[src/rtl/sum_uart_pkg.sv]
// Shared types and sizing helpers for the sum/UART streamer.
package sum_uart_pkg;

  localparam int unsigned BYTE_W = 8;

  typedef enum logic [2:0] {
    StIdle,
    StStart,
    StData,
    StParity,
    StStop
  } tx_state_e;

  function automatic int unsigned ceil_div(input int unsigned num, input int unsigned den);
    return (num + den - 1) / den;
  endfunction

  // start + 8 data + stop, plus the optional parity bit
  function automatic int unsigned frame_bits(input int unsigned parity_en);
    return 10 + parity_en;
  endfunction

  // Sizing for the default 16-bit accumulator, 8N1 build.
  localparam int unsigned NBYTES     = ceil_div(16, BYTE_W);
  localparam int unsigned FRAME_BITS = frame_bits(0);

endpackage

[src/rtl/uart_tx_byte.sv]
// Single-byte UART transmitter: start, 8 data bits LSB first, optional parity, stop.
// done_o marks the edge that ends the stop bit; a start_i on that edge chains the next byte.
module uart_tx_byte
  import sum_uart_pkg::*;
#(
  parameter int unsigned BAUD_DIV   = 5208,
  parameter int unsigned PARITY_EN  = 0,
  parameter int unsigned PARITY_ODD = 0
) (
  input  logic       clk,
  input  logic       rst_n,
  input  logic       start_i,
  input  logic [7:0] data_i,
  output logic       tx_o,
  output logic       done_o
);

  localparam int unsigned CntW = (BAUD_DIV > 2) ? $clog2(BAUD_DIV) : 1;
  typedef logic [CntW-1:0] cnt_t;
  localparam cnt_t CntLoad = cnt_t'(BAUD_DIV - 1);

  tx_state_e  state_q;
  cnt_t       cnt_q;
  logic [2:0] bit_q;
  logic [7:0] shift_q;
  logic       par_q;
  logic       tx_q;
  logic       bit_end;

  assign bit_end = (cnt_q == '0);
  assign done_o  = (state_q == StStop) && bit_end;
  assign tx_o    = tx_q;

  always_ff @(posedge clk or negedge rst_n) begin
    if (!rst_n) begin
      state_q <= StIdle;
      cnt_q   <= '0;
      bit_q   <= '0;
      shift_q <= '0;
      par_q   <= 1'b0;
      tx_q    <= 1'b1;
    end else if (state_q != StIdle && !bit_end) begin
      cnt_q <= cnt_q - 1'b1;
    end else begin
      // Every bit period begins with a fresh load, so each state lasts BAUD_DIV cycles.
      cnt_q <= CntLoad;
      unique case (state_q)
        StIdle, StStop: begin
          if (start_i) begin
            state_q <= StStart;
            shift_q <= data_i;
            par_q   <= (^data_i) ^ 1'(PARITY_ODD);
            tx_q    <= 1'b0;
          end else begin
            state_q <= StIdle;
            tx_q    <= 1'b1;
          end
        end
        StStart: begin
          state_q <= StData;
          bit_q   <= '0;
          tx_q    <= shift_q[0];
        end
        StData: begin
          if (bit_q == 3'd7) begin
            if (PARITY_EN != 0) begin
              state_q <= StParity;
              tx_q    <= par_q;
            end else begin
              state_q <= StStop;
              tx_q    <= 1'b1;
            end
          end else begin
            bit_q   <= bit_q + 1'b1;
            shift_q <= shift_q >> 1;
            tx_q    <= shift_q[1];
          end
        end
        StParity: begin
          state_q <= StStop;
          tx_q    <= 1'b1;
        end
        default: begin
          state_q <= StIdle;
          tx_q    <= 1'b1;
        end
      endcase
    end
  end

endmodule

[src/rtl/sum_uart_streamer.sv]
// Running-sum accumulator with a snapshot register that is streamed out over UART,
// least significant byte first.
module sum_uart_streamer
  import sum_uart_pkg::*;
#(
  parameter int unsigned DATA_W     = 8,
  parameter int unsigned ACC_W      = 16,
  parameter int unsigned BAUD_DIV   = 5208,
  parameter int unsigned PARITY_EN  = 0,
  parameter int unsigned PARITY_ODD = 0
) (
  input  logic              clk,
  input  logic              rst_n,
  input  logic              ena_i,
  input  logic              in_valid_i,
  input  logic [DATA_W-1:0] in_data_i,
  output logic              in_ready_o,
  input  logic              clear_i,
  input  logic              send_i,
  output logic              tx_o,
  output logic              busy_o,
  output logic [ACC_W-1:0]  sum_out_o,
  output logic              overflow_o
);

  localparam int unsigned NBytes = ceil_div(ACC_W, BYTE_W);
  localparam int unsigned PadW   = NBytes * BYTE_W;
  localparam int unsigned SumW   = ACC_W + 1;
  localparam int unsigned RemW   = (NBytes > 1) ? $clog2(NBytes) : 1;

  logic [ACC_W-1:0] sum_q;
  logic             ovf_q;
  logic [PadW-1:0]  snap_q;
  logic [RemW-1:0]  rem_q;
  logic             send_q;
  logic             busy_q;

  logic [SumW-1:0]  sum_ext;
  logic [PadW-1:0]  sum_pad;
  logic             add_en;
  logic             send_ok;
  logic             byte_done;
  logic             byte_start;

  assign in_ready_o = ena_i & ~clear_i;
  assign add_en     = in_valid_i & in_ready_o;
  assign sum_ext    = {1'b0, sum_q} + SumW'(in_data_i);
  assign sum_pad    = PadW'(sum_q);
  // send_q covers the cycle between acceptance and busy rising.
  assign send_ok    = send_i & ena_i & ~busy_q & ~send_q;
  assign byte_start = send_q | (busy_q & byte_done & (rem_q != '0));

  always_ff @(posedge clk or negedge rst_n) begin
    if (!rst_n) begin
      sum_q <= '0;
      ovf_q <= 1'b0;
    end else if (clear_i) begin
      sum_q <= '0;
      ovf_q <= 1'b0;
    end else if (add_en) begin
      sum_q <= sum_ext[ACC_W-1:0];
      if (sum_ext[ACC_W]) begin
        ovf_q <= 1'b1;
      end
    end
  end

  // Byte sequencer: snap_q[7:0] always holds the byte to hand to the transmitter next.
  always_ff @(posedge clk or negedge rst_n) begin
    if (!rst_n) begin
      snap_q <= '0;
      rem_q  <= '0;
      send_q <= 1'b0;
      busy_q <= 1'b0;
    end else begin
      send_q <= send_ok;
      if (send_ok) begin
        snap_q <= sum_pad;
      end else if (send_q) begin
        busy_q <= 1'b1;
        rem_q  <= RemW'(NBytes - 1);
        snap_q <= snap_q >> BYTE_W;
      end else if (busy_q && byte_done) begin
        if (rem_q == '0) begin
          busy_q <= 1'b0;
        end else begin
          rem_q  <= rem_q - 1'b1;
          snap_q <= snap_q >> BYTE_W;
        end
      end
    end
  end

  uart_tx_byte #(
    .BAUD_DIV  (BAUD_DIV),
    .PARITY_EN (PARITY_EN),
    .PARITY_ODD(PARITY_ODD)
  ) u_tx (
    .clk    (clk),
    .rst_n  (rst_n),
    .start_i(byte_start),
    .data_i (snap_q[7:0]),
    .tx_o   (tx_o),
    .done_o (byte_done)
  );

  assign busy_o     = busy_q;
  assign sum_out_o  = sum_q;
  assign overflow_o = ovf_q;

endmodule

[config.mk]
export PLATFORM = sky130hd
export DESIGN_NAME = sum_uart_streamer
export DESIGN_NICKNAME = d
export VERILOG_FILES = /design/src/rtl/sum_uart_pkg.sv /design/src/rtl/uart_tx_byte.sv /design/src/rtl/sum_uart_streamer.sv
export SDC_FILE = /design/constraint.sdc
export NUM_CORES = 1
export LEC_CHECK = 0
export BUFFER_PORTS_ARGS = -buffer_cell sky130_fd_sc_hd__buf_2
export CORE_MARGIN = 1
export CORE_UTILIZATION = 43
export DETAILED_ROUTE_END_ITERATION = 10
export GPL_TIMING_DRIVEN = 0
export SYNTH_ARGS = -nofsm -noshare
export SYNTH_HDL_FRONTEND = slang
export SYNTH_SLANG_ARGS = --single-unit
[constraint.sdc]
create_clock -name clk -period 3 [get_ports clk]
set_clock_uncertainty 0.15 [all_clocks]
set_input_delay 0.6 -clock clk [delete_from_list [all_inputs] [get_ports clk]]
set_output_delay 0.6 -clock clk [all_outputs]
set_load 0.01 [all_outputs]
; After elaboration in Yosys (flattened, before gate mapping)
; Index checks and enable logic that the tools add are counted.
[totals]
reg_bits = 64
output_inout_bits = 20
[classes]
n_addsub = 4
n_eq_ne = 9
mux = 27
n_bitwise = 13
reduce_logical = 22
[ops]
columns = operator, n
row1 = $mux 16, 6
row2 = $add 16x8->17, 1
row3 = $mux 8, 2
row4 = $pmux 8 s2, 1
row5 = $logic_not 13->1, 1
row6 = $mux 13, 1
row7 = $sub 13x1->13 const B, 1
row8 = $mux 1, 12
row9 = $pmux 3 s4, 1
row10 = $reduce_bool 2->1, 5
row11 = $reduce_bool 3->1, 3
row12 = $reduce_and 2->1, 4
row13 = $and 1x1->1, 7
row14 = $eq 3x2->1 const B, 2
row15 = $eq 3x3->1 const B, 2
row16 = $mux 3, 2
row17 = $pmux 3 s2, 1
row18 = $reduce_and 3->1, 2
row19 = $not 1->1, 5
row20 = $ne 2x1->1 const B, 2
row21 = $ne 2x2->1 const B, 2
row22 = $reduce_and 4->1, 1
row23 = $add 3x1->3 const B, 1
row24 = $eq 3x1->1 const B, 1
row25 = 7 further kinds, 9

; Depth between registers and ports, before layout
[depth]
depth_word = 7
mapped_depth = 9
ltp_nobuf = 8

; Modules after synthesis
; From an unflattened synthesis, not the netlist that was laid out.
[hier_totals]
hier_cells = 313
area_unflattened_um2 = 3296.9
[by_module_without_submodules]
columns = mod, n_inst, cells_per_inst, area_each_um2, seq_area_each_um2
row1 = sum_uart_streamer, 1, 177, 1820.5, 900.9
row2 = uart_tx_byte, 1, 136, 1476.4, 701.9

; Worst setup path before layout
; No wires, ideal clock.
[synth_timing]
path_type = input to register
start = input port in_data_i[0]
end = register sum_q[10], in the netlist sum_out_o[10]
setup_time_ns = 0.125
arrival_time_ns = 2.166
required_time_ns = 2.725
slack_ns = 0.559
cell_stages = 8
path_buffers = 0
cell_sequence = ha_1 -> inv_1 -> fa_1 -> nor2b_1 -> o211a_1 -> o21ai_0 -> a21oi_1 -> mux2_2
[synth_via]
elab_chain_cells = 3
[synth_lines]
columns = item, line
row1 = "start, declared", sum_uart_streamer.sv:16  ; input logic [DATA_W-1:0] in_data_i,
row2 = $add 16x8->17, sum_uart_streamer.sv:47  ; assign sum_ext = {1'b0, sum_q} + SumW'(in_data_i);
row3 = $mux 16, sum_uart_streamer.sv:60  ; end else if (add_en) begin
row4 = $mux 16, sum_uart_streamer.sv:57  ; end else if (clear_i) begin
row5 = "end signal, assigned", sum_uart_streamer.sv:61  ; sum_q <= sum_ext[ACC_W-1:0];
row6 = "end, declared", sum_uart_streamer.sv:31  ; logic [ACC_W-1:0] sum_q;
; No other way between the ends. The select of a mux whose other input is x is not followed.
; A chain may end at the register's enable or synchronous reset.

; Worst setup path after layout
[layout_timing]
start = register sum_q[4], in the netlist sum_out_o[4]
end = register sum_q[11], in the netlist sum_out_o[11]
[layout_via]
elab_chain_cells = 3
[layout_lines]
columns = item, line
row1 = $add 16x8->17, sum_uart_streamer.sv:47
row2 = $mux 16, sum_uart_streamer.sv:60
row3 = $mux 16, sum_uart_streamer.sv:57
; No other way between the ends. The select of a mux whose other input is x is not followed.

==> reports/results.ini <==
[run_status]
status = completed

[worst_setup_path]
reg2reg_to = sum_out_o[11]
start_kind = register
required_ps = 3090
critPathMaxFanout = 6
path_cells = ha_1, a21o_1, a31o_2, o21ai_0, a21boi_0, mux2_2
path_buf_inv = 0
r2r_slack_ps = 420
critPathCaptureType = register
path_depth = 6
setup.worst_path.end = sum_out_o[11]
path_delay_family = compound AO/OA/AOI/OAI gates
crit-reg2reg-launch = sum_out_o[4]
crit_slowest_cell = o21ai_0
worstSetupPathType = reg2reg
startpoint = sum_out_o[4]
reg2reg_depth = 6
cpPeakStageDelay_ps = 540
cp.arrival_ps = 2670

[grt]
overflow = 0
grt_pass1_vias = 2580
grt_max_degree = 65
antenna_found_initial = 0
grt_usage_pct = 19.45
grt_pass1_wl_um = 12720

[clocking]
cts-root-buf = clkbuf_8
clock-sinks = 64
cts_tree = done
cts_setup_buffers = 0
clk_latency_ps = 350
cts_resized = 0
numCtsBuffers = 9
ctsHtreeMaxLevel = 3
clockBufferDepth = 2
path_clk_slew_ps = 80
postCtsHoldBufs = 0

[min_path]
hp-class = in2async

[floorplanning]
die_area_um2 = 8280
core_um2 = 7687
pin_count = 34
num_rows = 32
die_w_um = 91.00
die_h_um = 91.00
start_util_pct = 44.30

[final_layout]
diodes = 0
nets = 413
fillers = 741
drive_above_1_share_pct = 17.90
multi_input_area_um2 = 1679
area_growth_pct = 14.51
seq_area_um2 = 1603

[detailed_routing]
routedWlPerCell_um = 14.91
routed_wl_um = 7350
drc = 0
drt_iter0_markers = 129
vias = 2628
first_pass_iters = 5
antenna_left = 0
vias_per_cell = 5.331

[placement]
place_congestion = 0.7629
place_hpwl_um = 5223
port_buffers = 32

[timing]
min_period_ps = 2582
tns_ps = 0
worst_pin_slew_ps = 849.1
fin_crit_sh_pct = 86.05
finalHoldViolCount = 0
fmax_ghz = 0.3874
setup_viol_count_final = 0
relSlewSlack_pct = 43.09
grt_setup_unrepaired = no
hold_ws_ps = 186.4
maxSlewViolCount = 0

[synthesis]
yosysSeqAreaShare_pct = 47.06
synthCells = 343
yosys.area.top_type = dfrtp_1
yosysUniqueCellTypes = 50
synth.top_cell.area_share_pct = 46.29
synthFlopType = dfrtp_1
netlist_top_cells_area = dfrtp_1 46%, ha_1 4.4%, nand2_1 4.1%, nor2_1 2.9%, o21ai_0 2.8%
syn_avg_cell_area_um2 = 9.929
synth_most_common_cell = dfrtp_1
syn_area_um2 = 3406
ys_top_cells_by_count = 63 x dfrtp_1, 37 x nand2_1, 26 x nor2_1
syn_nets = 370
async_flop_share_pct = 100.0
synth_warnings = 0
ys_seq_elements = 64
synth_edf_count = 0

[pwr]
peakVddDrop_uv = 255.8
power_leakage_uw = 0.001770
power_uw = 2225
power.density_nw_per_um2 = 570.5

[job]
cap_violations = 0

-- layout by cell type, fill, tap and decap left out, types with 4 or more instances in the layout --
master / synthesis / layout
dfrtp_1: 63 / 63
nand3_1: 9 / 9
ha_1: 12 / 12
clkbuf_8: 0 / 9
nand2b_1: 5 / 5
o22ai_1: 7 / 7
xor2_1: 4 / 4
nor2_1: 26 / 26
a21o_1: 5 / 5
a2bb2oi_1: 7 / 7
a22o_1: 8 / 8
clkbuf_1: 9 / 9
nor2b_1: 13 / 13
mux2_2: 8 / 8
o21ai_0: 19 / 19
nand2_1: 37 / 37
nand3b_1: 5 / 5
inv_1: 10 / 10
a21oi_1: 18 / 18
buf_2: 6 / 37
nor3_1: 10 / 10
mux2i_1: 8 / 8
xnor2_1: 8 / 8
-- layout make-up --
| cell class | instances | area share [%] |
|---|---|---|
| multi-input cells | 252 | 43.05 |
| flip-flops and latches | 64 | 41.10 |
| repair buffers | 32 | 4.171 |
| well taps | 102 | 3.272 |
| clock buffers | 9 | 3.176 |
| plain buffers | 17 | 2.214 |
| clock inverters | 7 | 2.053 |
| inverters | 10 | 0.9625 |
-- state kept, by name, summed over array words and instances, names as in the netlist, 3 cells and up --
| register | count |
|---|---|
| snap_q | 16 |
| sum_out_o | 16 |
| u_tx.bit_q | 3 |
| u_tx.cnt_q | 13 |
| u_tx.shift_q | 8 |
| u_tx.state_q | 3 |
-- through the flow --
stage	cell area (µm²)	utilization (%)	std cells	setup slack (ps)
global placement	3694	48.05	477	197.9
detailed placement	3696	48.08	477	175.2
CTS	3900	50.73	493	424.2
floorplan	3406	-	343	559.5
finish	3900	50.73	493	418.4
global route	3900	50.73	493	247.1
-- worst min-delay path by stage --
stage / cells past startpoint / from / slack (ps) / endpoint
5_1_grt: 1 / rst_n / 250 / u_tx.state_q[1]
3_5_place_dp: 1 / snap_q[13] / 330 / snap_q[13]
6_report: 1 / rst_n / 190 / busy_o
4_1_cts: 1 / rst_n / 230 / u_tx.bit_q[2]
3_3_place_gp: 2 / snap_q[3] / 320 / snap_q[3]
2_1_floorplan: 0 / rst_n / 150 / busy_o
-- layer usage --
metal	vias up	part of all wire, %	global-route usage (%)
li1	1308	-	-
met1	1263	49	26.26
met5	-	0	0
met3	14	2.4	3.015
met2	43	47	31.12
met4	0	1.7	8.333
-- logic make-up (layout without fill, tap and decap cells) --
| family | after synthesis | after routing | share of synthesized area, % |
|---|---|---|---|
| compound gates | 88 | 88 | 17.78 |
| xor+xnor | 12 | 12 | 3.086 |
| fa+ha+maj | 13 | 13 | 4.996 |
| buf+inv | 27 | 75 | 3.637 |
| flops | 64 | 64 | 47.06 |
| mux | 16 | 16 | 4.997 |
| simple gates | 123 | 123 | 18.44 |
-- where the power goes --
| part | switching (µW) | internal, µW |
|---|---|---|
| registers | 85.7 | 967 |
| clock network | 373 | 390 |
| logic | 225 | 184 |
| total | 684 | 1540 |
Note: power is estimated with default switching activity, not from simulation.
